$ cat src/rtl/idu_pkg.sv
// Shared decode encodings for the IDU and EXU: opcodes, control-field codes,
// and the packed control word carried by the decode pipeline register.
package idu_pkg;

    localparam logic [6:0] OPC_LUI       = 7'b0110111;
    localparam logic [6:0] OPC_AUIPC     = 7'b0010111;
    localparam logic [6:0] OPC_JAL       = 7'b1101111;
    localparam logic [6:0] OPC_JALR      = 7'b1100111;
    localparam logic [6:0] OPC_BRANCH    = 7'b1100011;
    localparam logic [6:0] OPC_LOAD      = 7'b0000011;
    localparam logic [6:0] OPC_STORE     = 7'b0100011;
    localparam logic [6:0] OPC_OP_IMM    = 7'b0010011;
    localparam logic [6:0] OPC_OP        = 7'b0110011;
    localparam logic [6:0] OPC_OP_IMM_32 = 7'b0011011;
    localparam logic [6:0] OPC_OP_32     = 7'b0111011;
    localparam logic [6:0] OPC_SYSTEM    = 7'b1110011;

    localparam logic [31:0] INST_EBREAK = 32'h0010_0073;

    localparam logic [2:0] EXT_I = 3'b000;
    localparam logic [2:0] EXT_U = 3'b001;
    localparam logic [2:0] EXT_S = 3'b010;
    localparam logic [2:0] EXT_B = 3'b011;
    localparam logic [2:0] EXT_J = 3'b100;

    localparam logic [3:0] ALU_ADD   = 4'b0000;
    localparam logic [3:0] ALU_SUB   = 4'b1000;
    localparam logic [3:0] ALU_SLL   = 4'b0001;
    localparam logic [3:0] ALU_SLT   = 4'b0010;
    localparam logic [3:0] ALU_SLTU  = 4'b1010;
    localparam logic [3:0] ALU_XOR   = 4'b0100;
    localparam logic [3:0] ALU_SRL   = 4'b0101;
    localparam logic [3:0] ALU_SRA   = 4'b1101;
    localparam logic [3:0] ALU_OR    = 4'b0110;
    localparam logic [3:0] ALU_AND   = 4'b0111;
    localparam logic [3:0] ALU_COPYB = 4'b0011;

    localparam logic [2:0] BR_NONE = 3'b000;
    localparam logic [2:0] BR_JAL  = 3'b001;
    localparam logic [2:0] BR_JALR = 3'b010;
    localparam logic [2:0] BR_BEQ  = 3'b100;
    localparam logic [2:0] BR_BNE  = 3'b101;
    localparam logic [2:0] BR_BLT  = 3'b110;
    localparam logic [2:0] BR_BGE  = 3'b111;

    localparam logic [1:0] BSRC_RS2  = 2'b00;
    localparam logic [1:0] BSRC_IMM  = 2'b01;
    localparam logic [1:0] BSRC_FOUR = 2'b10;

    typedef struct packed {
        logic [4:0] rd;
        logic [4:0] rs1;
        logic [4:0] rs2;
        logic [2:0] ext_op;
        logic       reg_wr;
        logic       alu_asrc;
        logic [1:0] alu_bsrc;
        logic [3:0] alu_ctr;
        logic       word;
        logic [2:0] branch;
        logic       mem_to_reg;
        logic       mem_wr;
        logic [2:0] mem_op;
        logic       illegal;
        logic       ebreak;
    } idu_ctrl_t;

    // alt selects sub/sra; the caller decides when func7[5] is meaningful.
    function automatic logic [3:0] alu_from_f3(input logic [2:0] f3, input logic alt);
        case (f3)
            3'b000:  alu_from_f3 = alt ? ALU_SUB : ALU_ADD;
            3'b001:  alu_from_f3 = ALU_SLL;
            3'b010:  alu_from_f3 = ALU_SLT;
            3'b011:  alu_from_f3 = ALU_SLTU;
            3'b100:  alu_from_f3 = ALU_XOR;
            3'b101:  alu_from_f3 = alt ? ALU_SRA : ALU_SRL;
            3'b110:  alu_from_f3 = ALU_OR;
            default: alu_from_f3 = ALU_AND;
        endcase
    endfunction

endpackage

$ cat src/rtl/idu_decode.sv
// Combinational RV32I/RV64I decoder: instruction word in, control word and
// sign-extended immediate out. EBREAK is accepted only when IDU_EBREAK_EN is defined.
module idu_decode
    import idu_pkg::*;
#(
    parameter int XLEN = 32
) (
    input  logic [31:0]     i_inst,
    output idu_ctrl_t       o_ctrl,
    output logic [XLEN-1:0] o_imm
);

    localparam bit RV64 = (XLEN == 64);

    logic [6:0]  w_opcode;
    logic [2:0]  w_f3;
    logic [6:0]  w_f7;
    logic        w_legal;
    logic [31:0] w_imm32;
    idu_ctrl_t   w_ctrl;

    assign w_opcode = i_inst[6:0];
    assign w_f3     = i_inst[14:12];
    assign w_f7     = i_inst[31:25];

    always_comb begin
        w_ctrl       = '0;
        w_legal      = 1'b0;
        w_ctrl.rd    = i_inst[11:7];
        w_ctrl.rs1   = i_inst[19:15];
        w_ctrl.rs2   = i_inst[24:20];
        case (w_opcode)
            OPC_LUI: begin
                w_legal         = 1'b1;
                w_ctrl.ext_op   = EXT_U;
                w_ctrl.reg_wr   = 1'b1;
                w_ctrl.alu_bsrc = BSRC_IMM;
                w_ctrl.alu_ctr  = ALU_COPYB;
            end
            OPC_AUIPC: begin
                w_legal         = 1'b1;
                w_ctrl.ext_op   = EXT_U;
                w_ctrl.reg_wr   = 1'b1;
                w_ctrl.alu_asrc = 1'b1;
                w_ctrl.alu_bsrc = BSRC_IMM;
            end
            OPC_JAL: begin
                w_legal         = 1'b1;
                w_ctrl.ext_op   = EXT_J;
                w_ctrl.reg_wr   = 1'b1;
                w_ctrl.alu_asrc = 1'b1;
                w_ctrl.alu_bsrc = BSRC_FOUR;
                w_ctrl.branch   = BR_JAL;
            end
            OPC_JALR: begin
                w_legal         = (w_f3 == 3'b000);
                w_ctrl.reg_wr   = 1'b1;
                w_ctrl.alu_asrc = 1'b1;
                w_ctrl.alu_bsrc = BSRC_FOUR;
                w_ctrl.branch   = BR_JALR;
            end
            OPC_BRANCH: begin
                w_ctrl.ext_op = EXT_B;
                w_legal       = 1'b1;
                case (w_f3)
                    3'b000:  begin w_ctrl.branch = BR_BEQ; w_ctrl.alu_ctr = ALU_SUB;  end
                    3'b001:  begin w_ctrl.branch = BR_BNE; w_ctrl.alu_ctr = ALU_SUB;  end
                    3'b100:  begin w_ctrl.branch = BR_BLT; w_ctrl.alu_ctr = ALU_SLT;  end
                    3'b101:  begin w_ctrl.branch = BR_BGE; w_ctrl.alu_ctr = ALU_SLT;  end
                    3'b110:  begin w_ctrl.branch = BR_BLT; w_ctrl.alu_ctr = ALU_SLTU; end
                    3'b111:  begin w_ctrl.branch = BR_BGE; w_ctrl.alu_ctr = ALU_SLTU; end
                    default: w_legal = 1'b0;
                endcase
            end
            OPC_LOAD: begin
                w_ctrl.reg_wr     = 1'b1;
                w_ctrl.mem_to_reg = 1'b1;
                w_ctrl.alu_bsrc   = BSRC_IMM;
                w_ctrl.mem_op     = w_f3;
                case (w_f3)
                    3'b000, 3'b001, 3'b010, 3'b100, 3'b101: w_legal = 1'b1;
                    3'b011, 3'b110:                         w_legal = RV64;
                    default:                                w_legal = 1'b0;
                endcase
            end
            OPC_STORE: begin
                w_ctrl.ext_op   = EXT_S;
                w_ctrl.mem_wr   = 1'b1;
                w_ctrl.alu_bsrc = BSRC_IMM;
                w_ctrl.mem_op   = w_f3;
                case (w_f3)
                    3'b000, 3'b001, 3'b010: w_legal = 1'b1;
                    3'b011:                 w_legal = RV64;
                    default:                w_legal = 1'b0;
                endcase
            end
            OPC_OP_IMM: begin
                w_ctrl.reg_wr   = 1'b1;
                w_ctrl.alu_bsrc = BSRC_IMM;
                w_ctrl.alu_ctr  = alu_from_f3(w_f3, (w_f3 == 3'b101) && i_inst[30]);
                // inst[25] is shamt[5]: only meaningful with a 64-bit datapath.
                if (w_f3 == 3'b001)
                    w_legal = (i_inst[31:26] == 6'b000000) && (RV64 || !i_inst[25]);
                else if (w_f3 == 3'b101)
                    w_legal = ((i_inst[31:26] == 6'b000000) || (i_inst[31:26] == 6'b010000))
                              && (RV64 || !i_inst[25]);
                else
                    w_legal = 1'b1;
            end
            OPC_OP: begin
                w_ctrl.reg_wr  = 1'b1;
                w_ctrl.alu_ctr = alu_from_f3(w_f3, i_inst[30]);
                w_legal = (w_f7 == 7'b0000000) ||
                          ((w_f7 == 7'b0100000) && ((w_f3 == 3'b000) || (w_f3 == 3'b101)));
            end
            OPC_OP_IMM_32: begin
                w_ctrl.reg_wr   = 1'b1;
                w_ctrl.word     = 1'b1;
                w_ctrl.alu_bsrc = BSRC_IMM;
                w_ctrl.alu_ctr  = alu_from_f3(w_f3, (w_f3 == 3'b101) && i_inst[30]);
                w_legal = RV64 && ((w_f3 == 3'b000) ||
                          ((w_f3 == 3'b001) && (w_f7 == 7'b0000000)) ||
                          ((w_f3 == 3'b101) && ((w_f7 == 7'b0000000) || (w_f7 == 7'b0100000))));
            end
            OPC_OP_32: begin
                w_ctrl.reg_wr  = 1'b1;
                w_ctrl.word    = 1'b1;
                w_ctrl.alu_ctr = alu_from_f3(w_f3, i_inst[30]);
                w_legal = RV64 && (
                          ((w_f7 == 7'b0000000) && ((w_f3 == 3'b000) || (w_f3 == 3'b001) || (w_f3 == 3'b101))) ||
                          ((w_f7 == 7'b0100000) && ((w_f3 == 3'b000) || (w_f3 == 3'b101))));
            end
            OPC_SYSTEM: begin
`ifdef IDU_EBREAK_EN
                if (i_inst == INST_EBREAK) begin
                    w_legal       = 1'b1;
                    w_ctrl.ebreak = 1'b1;
                end
`else
                w_legal = 1'b0;
`endif
            end
            default: w_legal = 1'b0;
        endcase
        if (i_inst[1:0] != 2'b11)
            w_legal = 1'b0;
        // Illegal encodings leave only the register indices and the flag.
        if (!w_legal) begin
            w_ctrl         = '0;
            w_ctrl.rd      = i_inst[11:7];
            w_ctrl.rs1     = i_inst[19:15];
            w_ctrl.rs2     = i_inst[24:20];
            w_ctrl.illegal = 1'b1;
        end
    end

    always_comb begin
        case (w_ctrl.ext_op)
            EXT_U:   w_imm32 = {i_inst[31:12], 12'b0};
            EXT_S:   w_imm32 = {{20{i_inst[31]}}, i_inst[31:25], i_inst[11:7]};
            EXT_B:   w_imm32 = {{19{i_inst[31]}}, i_inst[31], i_inst[7], i_inst[30:25], i_inst[11:8], 1'b0};
            EXT_J:   w_imm32 = {{11{i_inst[31]}}, i_inst[31], i_inst[19:12], i_inst[20], i_inst[30:21], 1'b0};
            default: w_imm32 = {{20{i_inst[31]}}, i_inst[31:20]};
        endcase
        o_imm       = {XLEN{w_imm32[31]}};
        o_imm[31:0] = w_imm32;
        if (w_ctrl.illegal)
            o_imm = '0;
    end

    assign o_ctrl = w_ctrl;

endmodule

$ cat src/rtl/idu_stage.sv
// Registered decode stage: single-entry valid/ready register around idu_decode.
// Build option IDU_EBREAK_EN enables EBREAK decode (otherwise it is illegal).
module idu_stage
    import idu_pkg::*;
#(
    parameter int XLEN = 32
) (
    input  logic            clk,
    input  logic            rst_n,
    input  logic            in_valid,
    output logic            in_ready,
    input  logic [31:0]     in_inst,
    input  logic [XLEN-1:0] in_pc,
    input  logic            flush,
    output logic            out_valid,
    input  logic            out_ready,
    output logic [XLEN-1:0] out_pc,
    output logic [4:0]      out_rd,
    output logic [4:0]      out_rs1,
    output logic [4:0]      out_rs2,
    output logic [XLEN-1:0] out_imm,
    output logic [2:0]      out_ext_op,
    output logic            out_reg_wr,
    output logic            out_alu_asrc,
    output logic [1:0]      out_alu_bsrc,
    output logic [3:0]      out_alu_ctr,
    output logic            out_word,
    output logic [2:0]      out_branch,
    output logic            out_mem_to_reg,
    output logic            out_mem_wr,
    output logic [2:0]      out_mem_op,
    output logic            out_illegal,
    output logic            out_ebreak
);

    idu_ctrl_t       w_ctrl;
    logic [XLEN-1:0] w_imm;
    logic            w_accept;

    idu_ctrl_t       r_ctrl;
    logic [XLEN-1:0] r_imm;
    logic [XLEN-1:0] r_pc;
    logic            r_valid;

    idu_decode #(.XLEN(XLEN)) u_decode (
        .i_inst (in_inst),
        .o_ctrl (w_ctrl),
        .o_imm  (w_imm)
    );

    assign in_ready = ~r_valid | out_ready;
    assign w_accept = in_valid & in_ready;

    // Flush wins over a simultaneous accept: the IFU still sees the handshake.
    always_ff @(posedge clk or negedge rst_n) begin
        if (!rst_n) begin
            r_valid <= 1'b0;
            r_ctrl  <= '0;
            r_imm   <= '0;
            r_pc    <= '0;
        end else if (flush) begin
            r_valid <= 1'b0;
        end else if (w_accept) begin
            r_valid <= 1'b1;
            r_ctrl  <= w_ctrl;
            r_imm   <= w_imm;
            r_pc    <= in_pc;
        end else if (out_ready) begin
            r_valid <= 1'b0;
        end
    end

    assign out_valid      = r_valid;
    assign out_pc         = r_pc;
    assign out_imm        = r_imm;
    assign out_rd         = r_ctrl.rd;
    assign out_rs1        = r_ctrl.rs1;
    assign out_rs2        = r_ctrl.rs2;
    assign out_ext_op     = r_ctrl.ext_op;
    assign out_reg_wr     = r_ctrl.reg_wr;
    assign out_alu_asrc   = r_ctrl.alu_asrc;
    assign out_alu_bsrc   = r_ctrl.alu_bsrc;
    assign out_alu_ctr    = r_ctrl.alu_ctr;
    assign out_word       = r_ctrl.word;
    assign out_branch     = r_ctrl.branch;
    assign out_mem_to_reg = r_ctrl.mem_to_reg;
    assign out_mem_wr     = r_ctrl.mem_wr;
    assign out_mem_op     = r_ctrl.mem_op;
    assign out_illegal    = r_ctrl.illegal;
    assign out_ebreak     = r_ctrl.ebreak;

endmodule

$ cat config.mk
export PLATFORM = sky130hd
export DESIGN_NAME = idu_stage
export DESIGN_NICKNAME = d
export VERILOG_FILES = /design/src/rtl/idu_pkg.sv /design/src/rtl/idu_decode.sv /design/src/rtl/idu_stage.sv
export SDC_FILE = /design/constraint.sdc
export NUM_CORES = 1
export LEC_CHECK = 0
export ABC_AREA = 1
export BUFFER_PORTS_ARGS = -buffer_cell sky130_fd_sc_hd__buf_2
export CELL_PAD_IN_SITES_DETAIL_PLACEMENT = 1
export CELL_PAD_IN_SITES_GLOBAL_PLACEMENT = 1
export CORE_MARGIN = 2
export CORE_UTILIZATION = 38
export DETAILED_ROUTE_END_ITERATION = 8
export HOLD_SLACK_MARGIN = 0.1
export PLACE_DENSITY_LB_ADDON = 0.05
export REMOVE_ABC_BUFFERS = 1
export SYNTH_ARGS = -nofsm -noshare
export SYNTH_HDL_FRONTEND = slang
export SYNTH_SLANG_ARGS = --single-unit
$ cat constraint.sdc
create_clock -name clk -period 3.1 [get_ports clk]
set_clock_uncertainty 0.2 [all_clocks]
set_input_delay 0.465 -clock clk [delete_from_list [all_inputs] [get_ports clk]]
set_output_delay 0.465 -clock clk [all_outputs]
set_load 0.005 [all_outputs]
==> reports/metrics.yaml <==
synth_cells: 688
tritoncts_num_sinks: 101
synth.avg_cell_area_um2: 7.46
post_route_antenna_net_violation_count: 0
required_ns: 3.17
globalplace.congestion: 0.877
cp_slowest_stage_delay_ns: 0.71
multi_input_area_um2: 2310
cpLargestDelayFamily: "buffers and inverters"
timing.hold.worst.class: "in -> reg"
setup-violations-final: 0
dpl.hpwl_um: 11700
final_min_period_over_clock_period_pct: 82.2
ioPinCount: 172
rsz_0062_raised_after_global_routing: "no"
synth_top_family_by_area: "simple AND/OR/NAND/NOR gates"
synth_fa_ha_area_share_pct: 0.732
grt_max_degree: 84
power.clock.fraction_pct: 39.3
power_report.internal_total_uw: 2310
drive_above_1_share_pct: 26.3
first_pass_grt_wire_length_um: 27000
timing_worst_slew_pin_value_ns: 0.908
pwr-share-seq_pct: 46.3
route.vias.total: 5057
switching_share_pct: 27.3
min_period_ns: 2.55
synth_seq_area_share_pct: 49.3
syn_area_um2: 5130
die-width_um: 120
tritoncts_clock_tree: "yes"
drt-total-wl_um: 16300
max_freq_mhz: 392
cts-hold-fix-buffers: 2
crit_slowest_cell: "buf_4"
ff_latch_area_um2: 2530
number_of_global_route_vias_before_repair: 5262
fp.dieArea_um2: 14400
post_dp_cell_area_um2: 6140
start_util_pct: 38.9
postSynth.asyncResetShare_pct: 100
cp_data_arrival_time_ns: 2.62
crit_path_cell_trace: "dlygate4sd3_1 -> buf_2 -> nor3_2 -> buf_4 -> nand3_1 -> o21ai_0"
synth_compound_gate_area_share_pct: 3.12
vdd_ir_drop_max_mv: 0.246
final_core_util_pct: 49.1
result_of_the_run: "complete, no violations"
postSynth.topFlopCell: "dfrtp_1"
yosys_register_bits: 101
rrSetupSlack_ns: 0.92
synth-edff-count: 0
initialDrtViolationCount: 184
final_area_um2: 6480
design.final.nets: 916
leakagePower_uw: 0.00377
worstPathBufferInverterCount: 3
cts_resizes: 0
placementRows: 42
path_class: "in -> reg"
synthSimpleGateAreaFrac_pct: 40.9
yosys.cell_types.count: 32
synth_mux_area_share_pct: 0
power.combinational.fraction_pct: 14.3
clkTransAtPathRegs_ns: 0.07
detail_route.drc_violations: 0
critPathLaunchType: "primary input"
fp.dieH_um: 120
grt_overflow_total: 0
clock_tree.root_cell: "clkbuf_16"
area_growth_pct: 26.3
clk_latency_ns: 0.35
cts_max_level: 3
fillerInstances: 1733
tritoncts.num_buffers: 9
final_common_cell: "nand2_1"
synth_warnings: 0
most-common-layout-cells: "nand2_1 (338), buf_2 (169), dfrtp_1 (101)"
synth_xor_area_share_pct: 0
number_of_antenna_violations_at_the_first_check_in_global_routing: 0
port_buffers: 170
critPathCaptureType: "flip-flop"
via_per_inst: 4.93
diodes: 0
detail_route.first_pass.iterations: 4
routed_wire_length_per_instance_um: 15.9
max_cap_viols: 0
grt.total_usage_pct: 23.7
timing.slew.headroom_pct: 39.5
slew_violations: 0
cts.path.max_buffers: 2
power_per_cell_area_nw_per_um2: 491
worstPathMaxFanout: 83
report.final.hold_viol_count: 0
fp.coreArea_um2: 13200
cts.repair_timing.setup_buffer_count: 0
net_switching_power_of_the_design_uw: 870
[final cells by class]
cell class                      count  area share (%)
Sequential cell                   101            39.0
Multi-Input combinational cell    523            35.6
Clock buffer                        9            3.48
Inverter                           29            1.82
Timing Repair Buffer              180            15.2
Tap cell                          176            3.40
Clock inverter                      7            1.51
[logic make-up (layout without fill, tap and decap cells)]
family,Yosys count,in the layout
buffers and inverters,64,225
other,1,1
DFF,101,101
and+or+nand+nor,489,489
AOI/OAI and AO/OA,30,30
adders and majority gates,3,3
[through the flow]
stage / TNS, ns / instances / hold slack (ns) / total power (µW) / setup slack (ns)
floorplan: -446.54 / 653 / -0.0306 / 1680 / -4.69
global placement: 0 / 1007 / 0.247 / 1940 / 0.576
detailed placement: 0 / 1007 / 0.253 / 1960 / 0.493
CTS: 0 / 1025 / 0.101 / 3220 / 0.586
global route: 0 / 1025 / 0.110 / 3340 / 0.464
finish: 0 / 1025 / 0.111 / 3180 / 0.552
[cells in the mapped netlist (3+ instances only)]
master      n  area, µm²
nand2_1   338       1270
buf_6       3       33.8
nand2_4     3       33.8
nand3_2     3       30.0
clkbuf_1   21       78.8
nand2_2     4       25.0
dfrtp_1   101       2530
buf_4       4       30.0
nor2_1     64        240
inv_1      22       82.6
inv_2       5       18.8
ha_1        3       37.5
o21ai_1     5       25.0
nor2_4      3       33.8
buf_2       6       30.0
nand3_1    34        170
a21oi_1     4       20.0
nand4_1    27        169
o21ai_0    16       80.1
nor3_1      5       25.0
[routing by layer]
metal	track usage, %	part of all wire, %	wire (µm)	vias to the layer above
li1	-	-	-	2474
met1	32.2	46	7440	2419
met2	39.3	48	7800	148
met3	4.06	5.4	886	16
met4	6.32	1.3	209	0
met5	0	0	0	-
[power by group through the flow]
stage               Combinational [µW]  Clock [µW]  Sequential (µW)
detailed placement                 460           0             1500
global placement                   446           0             1490
CTS                                465        1280             1480
floorplan                          174           0             1510
global route                       516        1340             1490
finish                             456        1250             1470
[final timing paths]
kind,start,end,cells past startpoint
min in group asynchronous,rst_n,out_valid,2
min reg2reg,out_rd[1],out_rd[1],2
max,flush,out_mem_op[2],6
max reg2reg,out_valid,out_mem_op[2],6
max in group asynchronous,rst_n,out_rd[1],3
min,in_pc[22],out_pc[22],3
[worst register-to-register path, cell delays in order (launching register included)]
cell and delay (ns):
dfrtp_1 0.38, inv_1 0.05, nor2_1 0.05, nor3_2 0.18, buf_4 0.71, nand3_1 0.32
o21ai_0 0.21
No activity file was read; power rests on OpenSTA's default activity.
